File: src/rtl/sram_pkg.sv
// Shared types and sizing for the SRAM DMA engine.
package sram_pkg;

  localparam int SRAM_DEPTH  = 2048;
  localparam int SRAM_ADDR_W = 13;

  typedef enum logic [2:0] {
    IDLE,
    CHECK,
    RD,
    WR,
    DONE
  } dma_state_t;

  typedef enum logic {
    MODE_COPY = 1'b0,
    MODE_FILL = 1'b1
  } dma_mode_t;

endpackage

File: src/rtl/sram_dma_engine_if.sv
// SRAM access bus between the DMA engine (master) and the memory (slave).
interface sram_dma_engine_if
  import sram_pkg::*;
#(
  parameter int ADDR_W = SRAM_ADDR_W
);

  logic              sram_req;
  logic              sram_we;
  logic [3:0]        sram_be;
  logic [ADDR_W-1:0] sram_addr;
  logic [31:0]       sram_wdata;
  logic [31:0]       sram_rdata;
  logic              sram_ready;

  modport master (
    output sram_req, sram_we, sram_be, sram_addr, sram_wdata,
    input  sram_rdata, sram_ready
  );

  modport slave (
    input  sram_req, sram_we, sram_be, sram_addr, sram_wdata,
    output sram_rdata, sram_ready
  );

endinterface

File: src/rtl/sram_dma_engine.sv
// Word-granular SRAM copy/fill DMA engine with bounds checking.
// Define SRAM_DMA_CHECKSUM_EN to enable the running checksum of written words.
module sram_dma_engine
  import sram_pkg::*;
#(
  parameter int ADDR_W = SRAM_ADDR_W
) (
  input  logic                clk,
  input  logic                rst,
  input  logic                start,
  input  logic                mode,
  input  logic [ADDR_W-1:0]   src_addr,
  input  logic [ADDR_W-1:0]   dst_addr,
  input  logic [11:0]         len_words,
  input  logic [31:0]         fill_data,
  input  logic                abort,
  output logic                busy,
  output logic                done,
  output logic                err,
  output logic [31:0]         checksum,
  sram_dma_engine_if.master   bus
);

  // Wide enough that address + length*4 never wraps, even for len_words > 2048.
  localparam int EW = ((ADDR_W > 14) ? ADDR_W : 14) + 2;

  dma_state_t        state_reg, state_next;
  dma_mode_t         mode_reg;
  logic [ADDR_W-1:0] src_ptr_reg, dst_ptr_reg;
  logic [11:0]       cnt_reg;
  logic [31:0]       hold_reg, fill_reg;
  logic              err_reg;

  logic              accept, set_err, rd_cap, wr_adv, cfg_err;
  logic [31:0]       wr_word;
  logic [EW-1:0]     span, src_end, dst_end, limit;

  always_comb begin
    span    = EW'({cnt_reg, 2'b00});
    src_end = EW'(src_ptr_reg) + span;
    dst_end = EW'(dst_ptr_reg) + span;
    limit   = EW'(1) << ADDR_W;
    cfg_err = (dst_ptr_reg[1:0] != 2'b00) || (dst_end > limit);
    if (mode_reg == MODE_COPY) begin
      cfg_err = cfg_err || (src_ptr_reg[1:0] != 2'b00) || (src_end > limit);
    end
  end

  assign wr_word = (mode_reg == MODE_COPY) ? hold_reg : fill_reg;

  always_ff @(posedge clk or posedge rst) begin
    if (rst) begin
      state_reg <= IDLE;
    end else begin
      state_reg <= state_next;
    end
  end

  always_comb begin
    state_next     = state_reg;
    accept         = 1'b0;
    set_err        = 1'b0;
    rd_cap         = 1'b0;
    wr_adv         = 1'b0;
    bus.sram_req   = 1'b0;
    bus.sram_we    = 1'b0;
    bus.sram_be    = 4'h0;
    bus.sram_addr  = '0;
    bus.sram_wdata = 32'h0;
    case (state_reg)
      IDLE: begin
        if (start) begin
          accept     = 1'b1;
          state_next = CHECK;
        end
      end
      CHECK: begin
        if (abort) begin
          state_next = IDLE;
        end else if (cfg_err) begin
          set_err    = 1'b1;
          state_next = IDLE;
        end else if (cnt_reg == 12'd0) begin
          state_next = DONE;
        end else begin
          state_next = (mode_reg == MODE_COPY) ? RD : WR;
        end
      end
      RD: begin
        bus.sram_req  = 1'b1;
        bus.sram_be   = 4'hF;
        bus.sram_addr = src_ptr_reg;
        rd_cap        = bus.sram_ready;
        if (abort) begin
          state_next = IDLE;
        end else if (bus.sram_ready) begin
          state_next = WR;
        end
      end
      WR: begin
        bus.sram_req   = 1'b1;
        bus.sram_we    = 1'b1;
        bus.sram_be    = 4'hF;
        bus.sram_addr  = dst_ptr_reg;
        bus.sram_wdata = wr_word;
        // A write completing on the abort cycle still counts; only the FSM stops.
        wr_adv         = bus.sram_ready;
        if (abort) begin
          state_next = IDLE;
        end else if (bus.sram_ready) begin
          if (cnt_reg == 12'd1) begin
            state_next = DONE;
          end else begin
            state_next = (mode_reg == MODE_COPY) ? RD : WR;
          end
        end
      end
      DONE: begin
        state_next = IDLE;
      end
      default: begin
        state_next = IDLE;
      end
    endcase
  end

  always_ff @(posedge clk or posedge rst) begin
    if (rst) begin
      src_ptr_reg <= '0;
      dst_ptr_reg <= '0;
      cnt_reg     <= 12'd0;
      hold_reg    <= 32'h0;
      fill_reg    <= 32'h0;
      mode_reg    <= MODE_COPY;
      err_reg     <= 1'b0;
    end else begin
      if (accept) begin
        src_ptr_reg <= src_addr;
        dst_ptr_reg <= dst_addr;
        cnt_reg     <= len_words;
        fill_reg    <= fill_data;
        mode_reg    <= dma_mode_t'(mode);
        err_reg     <= 1'b0;
      end
      if (set_err) begin
        err_reg <= 1'b1;
      end
      if (rd_cap) begin
        hold_reg <= bus.sram_rdata;
      end
      if (wr_adv) begin
        src_ptr_reg <= src_ptr_reg + ADDR_W'(4);
        dst_ptr_reg <= dst_ptr_reg + ADDR_W'(4);
        cnt_reg     <= cnt_reg - 12'd1;
      end
    end
  end

`ifdef SRAM_DMA_CHECKSUM_EN
  logic [31:0] csum_reg;

  always_ff @(posedge clk or posedge rst) begin
    if (rst) begin
      csum_reg <= 32'h0;
    end else if (accept) begin
      csum_reg <= 32'h0;
    end else if (wr_adv) begin
      csum_reg <= csum_reg + wr_word;
    end
  end

  assign checksum = csum_reg;
`else
  assign checksum = 32'h0;
`endif

  assign busy = (state_reg != IDLE);
  assign done = (state_reg == DONE);
  assign err  = err_reg;

endmodule

File: src/flat_wrapper.sv
// flat-port wrapper written by rule: the top's interface ports become plain ports
module sram_dma_engine_flat import sram_pkg::*;
#(
  parameter int ADDR_W = SRAM_ADDR_W
)
  (clk, rst, start, mode, src_addr, dst_addr, len_words, fill_data, abort, busy, done, err, checksum, bus_sram_req, bus_sram_we, bus_sram_be, bus_sram_addr, bus_sram_wdata, bus_sram_rdata, bus_sram_ready);
  sram_dma_engine_if #(.ADDR_W(ADDR_W)) bus_i ();
  input  logic clk;
  input  logic rst;
  input  logic start;
  input  logic mode;
  input  logic [ADDR_W-1:0] src_addr;
  input  logic [ADDR_W-1:0] dst_addr;
  input  logic [11:0] len_words;
  input  logic [31:0] fill_data;
  input  logic abort;
  output logic busy;
  output logic done;
  output logic err;
  output logic [31:0] checksum;
  output wire logic [$bits(bus_i.sram_req)-1:0] bus_sram_req;
  output wire logic [$bits(bus_i.sram_we)-1:0] bus_sram_we;
  output wire logic [$bits(bus_i.sram_be)-1:0] bus_sram_be;
  output wire logic [$bits(bus_i.sram_addr)-1:0] bus_sram_addr;
  output wire logic [$bits(bus_i.sram_wdata)-1:0] bus_sram_wdata;
  input wire logic [$bits(bus_i.sram_rdata)-1:0] bus_sram_rdata;
  input wire logic [$bits(bus_i.sram_ready)-1:0] bus_sram_ready;
  assign bus_sram_req = bus_i.sram_req;
  assign bus_sram_we = bus_i.sram_we;
  assign bus_sram_be = bus_i.sram_be;
  assign bus_sram_addr = bus_i.sram_addr;
  assign bus_sram_wdata = bus_i.sram_wdata;
  assign bus_i.sram_rdata = bus_sram_rdata;
  assign bus_i.sram_ready = bus_sram_ready;
  sram_dma_engine #(.ADDR_W(ADDR_W)) u_core (.clk(clk), .rst(rst), .start(start), .mode(mode), .src_addr(src_addr), .dst_addr(dst_addr), .len_words(len_words), .fill_data(fill_data), .abort(abort), .busy(busy), .done(done), .err(err), .checksum(checksum), .bus(bus_i));
endmodule
File: config.mk
export PLATFORM = sky130hd
export DESIGN_NAME = sram_dma_engine_flat
export DESIGN_NICKNAME = d
export VERILOG_FILES = /design/src/rtl/sram_pkg.sv /design/src/rtl/sram_dma_engine_if.sv /design/src/rtl/sram_dma_engine.sv /design/src/flat_wrapper.sv
export SDC_FILE = /design/constraint.sdc
export NUM_CORES = 1
export LEC_CHECK = 0
export ABC_AREA = 1
export BUFFER_PORTS_ARGS = -buffer_cell sky130_fd_sc_hd__buf_2
export CAP_MARGIN = 20
export CORE_AREA = 8 8 164 166
export CTS_CLUSTER_DIAMETER = 60
export DETAILED_ROUTE_END_ITERATION = 6
export DIE_AREA = 0 0 172 174
export PLACE_DENSITY_LB_ADDON = 0.15
export SYNTH_ARGS = -nofsm -noshare
export SYNTH_HDL_FRONTEND = slang
export SYNTH_SLANG_ARGS = --single-unit
File: constraint.sdc
create_clock -name clk -period 6.5 [get_ports clk]
set_clock_uncertainty 0.05 [all_clocks]
set_input_delay 0 -clock clk [delete_from_list [all_inputs] [get_ports clk]]
set_output_delay 0 -clock clk [all_outputs]
set_load 0.02 [all_outputs]
==> impl_metrics.json <==
{
  "powerDensity_nw_per_um2": 410,
  "status": "finished, final reports clean",
  "finalPower_mw": 3.90,
  "yosysTopAreaCell": "dfrtp_1",
  "dr.pass1.iters": 5,
  "wl_um": 23800,
  "cts_tree": "built",
  "place.gp.congestion": 0.846,
  "critPathCaptureType": "flop",
  "die_h_um": 174,
  "routedWlPerCell_um": 14.7,
  "finalCritPeriodShare": 0.401,
  "synth.top_cell.area_share": 0.373,
  "async_flop_share": 1.00,
  "clock_power_share": 0.146,
  "period_needed_ns": 2.60,
  "synth_cell_types": 36,
  "cp-start-kind": "flop",
  "regArea_um2": 2680,
  "slew_headroom": 0.346,
  "multiInputGateArea_um2": 3570,
  "grt_max_degree": 74,
  "hold_violations": 0,
  "hold-path-cell-count": 5,
  "fill_cells": 2712,
  "grt_pass1_vias": 7567,
  "synth-compound-area-share": 0.125,
  "ir_drop_mv": 0.150,
  "cp_top_family": "simple AND/OR/NAND/NOR gates",
  "grt.overflow.total": 0,
  "cts.reportedPaths.clkPinSlew_ns": 0.08,
  "worstSetupPathType": "flop to flop",
  "synth_most_common_cell": "nand2_1",
  "setup_violations": 0,
  "switching_share": 0.489,
  "crit_buf_inv": 4,
  "cp_slowest_cell": "nand2_2",
  "tightest_slew_ns": 0.981,
  "clockRootBuffer": "clkbuf_16",
  "leakagePower_nw": 5.22,
  "synth_fa_ha_area_frac": 0.0510,
  "seq_area_frac_synth": 0.373,
  "path_cells": "nor2_2, inv_2, nor2_4, inv_2, nor2_2, buf_4, inv_2, nand2_2, o22ai_1, a21oi_1",
  "power.internal_mw": 1.99,
  "clock_sinks": 107,
  "cp.required_ns": 6.73,
  "coreArea_um2": 24500,
  "ctsHoldBuffers": 107,
  "drive_above_1_share": 0.162,
  "slew_viol_final": 0,
  "syn_inst": 1044,
  "synthToLayoutAreaGrowth_pct": 32.6,
  "antenna_found_initial": 1,
  "ys_ff_latch": 107,
  "hold_class": "input pin to flop",
  "drc": 0,
  "slowest_delay_ns": 0.47,
  "reg2reg_depth": 10,
  "clock.fmax_ghz": 0.384,
  "crit_cells": 10,
  "syn_avg_cell_area_um2": 6.87,
  "synth_top_family_by_area": "simple AND/OR/NAND/NOR gates",
  "setup_tns_ns": 0,
  "htreeDepth": 3,
  "clk_latency_ns": 0.36,
  "crit_arrival_ns": 2.83,
  "postRouteAntennaNets": 0,
  "synth-edff-count": 0,
  "grt_usage": 0.164,
  "cts_setup_buffers": 0,
  "die_w_um": 172,
  "power_frac_comb": 0.546,
  "synth_area_um2": 7170,
  "synth-warning-count": 0,
  "io_buffers": 161,
  "synth-main-ff-cell": "dfrtp_1",
  "rsz0062_at_grt": "false",
  "viasPerCell": 4.44,
  "cap_violations": 0,
  "clock_path_buffers": 2,
  "grt_pass1_wl_um": 39500,
  "synthSimpleGateAreaFrac": 0.289,
  "fp-row-count": 58,
  "place_hpwl_um": 17400,
  "crit_top_cell": "inv_2",
  "synth_mux_area_frac": 0.00471,
  "cts_inserted_buffers": 9,
  "die_area_um2": 29900,
  "synthTopCellsByCount": "nand2_1, inv_1, dfrtp_1, nor2_1, a21oi_1",
  "drtIter0Drc": 343,
  "fin_nets": 1425,
  "start_util": 0.292,
  "synth.area.top_cells": "dfrtp_1, nand2_1, inv_1",
  "num_vias": 7210,
  "power.share.sequential": 0.309,
  "p_switching_mw": 1.91,
  "synth_xor_area_frac": 0.0110,
  "cts_resized": 0,
  "crit_fanout": 29,
  "io_pins": 194
}
-- power groups by stage --
stage / combinational [mW] / sequential [mW] / clock [mW]
global placement: 2.08 / 1.21 / 0
finish: 2.13 / 1.20 / 0.569
detailed placement: 2.09 / 1.21 / 0
global route: 2.49 / 1.25 / 0.609
CTS: 2.15 / 1.20 / 0.584
floorplan: 1.62 / 1.13 / 0
-- cell usage in the layout (no fill, tap or decap), types with 7 or more instances in the layout --
cell type	synthesis	routed
nand3_1	46	45
buf_4	40	7
conb_1	1	32
nand2_1	346	345
inv_1	160	158
o22ai_1	14	14
xor2_1	9	9
dlygate4sd3_1	0	107
nand4_1	8	8
a21oi_1	50	50
nor2_1	73	73
clkbuf_16	0	9
ha_1	26	26
buf_2	11	161
o21ai_0	48	48
nor3_1	11	11
dfrtp_1	107	107
o211ai_1	22	22
-- kinds of logic after synthesis --
kind of cell | count (synthesis)
AOI/OAI and AO/OA | 154
and+or+nand+nor | 507
adders and majority gates | 28
muxes | 3
buffers and inverters | 235
other | 1
xor gates and xnor gates | 9
DFF | 107
-- layer usage --
| metal | part of all wire | routed length [um] | vias to the layer above | global-route usage |
|---|---|---|---|---|
| met1 | 0.46 | 11000 | 3282 | 0.213 |
| met3 | 0.052 | 1250 | 30 | 0.0313 |
| met4 | 0.025 | 588 | 0 | 0.0546 |
| met5 | 0 | 0 | - | 0 |
| li1 | - | - | 3711 | - |
| met2 | 0.46 | 11000 | 187 | 0.268 |
-- tightest hold or removal path, stage by stage --
cell,delay (ns)
buf_2,0.10
o21ai_0,0.08
nor2_1,0.12
nand2_1,0.07
nand2_1,0.05
-- worst paths after layout --
path / startpoint / to / slack (ns)
max reg2reg: u_core.state_reg[2]$_DFFE_PP0P_ / u_core.src_ptr_reg[10]$_DFFE_PP0P_ / 3.90
max: u_core.state_reg[2]$_DFFE_PP0P_ / u_core.src_ptr_reg[10]$_DFFE_PP0P_ / 3.90
max in group asynchronous: rst / u_core.src_ptr_reg[9]$_DFFE_PP0P_ / 4.88
min: start / u_core.state_reg[1]$_DFFE_PP0P_ / 0.05
min in group asynchronous: rst / u_core.hold_reg[20]$_DFFE_PP0P_ / 0.15
min reg2reg: u_core.fill_reg[22]$_DFFE_PP0P_ / u_core.fill_reg[22]$_DFFE_PP0P_ / 0.43
-- layout make-up --
cell class / count / share of cell area
clock inverters: 7 / 0.00816
diodes: 1 / 0.000263
well taps: 330 / 0.0434
inverters: 163 / 0.0646
multi-input cells: 733 / 0.375
clock buffers: 9 / 0.0237
repair buffers: 275 / 0.203
flip-flops and latches: 107 / 0.282
-- metrics by stage --
stage	area (um2)	worst slack [ns]	utilization	hold WS (ns)	instances
after floorplan	7290	3.63	-	0.0596	1075
after global placement	8130	3.92	0.332	0.0127	1501
after detailed placement	8130	3.91	0.332	0.0132	1501
after CTS	9510	3.89	0.388	0.0186	1624
after global routing	9510	3.64	0.388	0.0796	1625
final	9510	3.90	0.388	0.0462	1625
No activity file was read; power rests on OpenSTA's default activity.
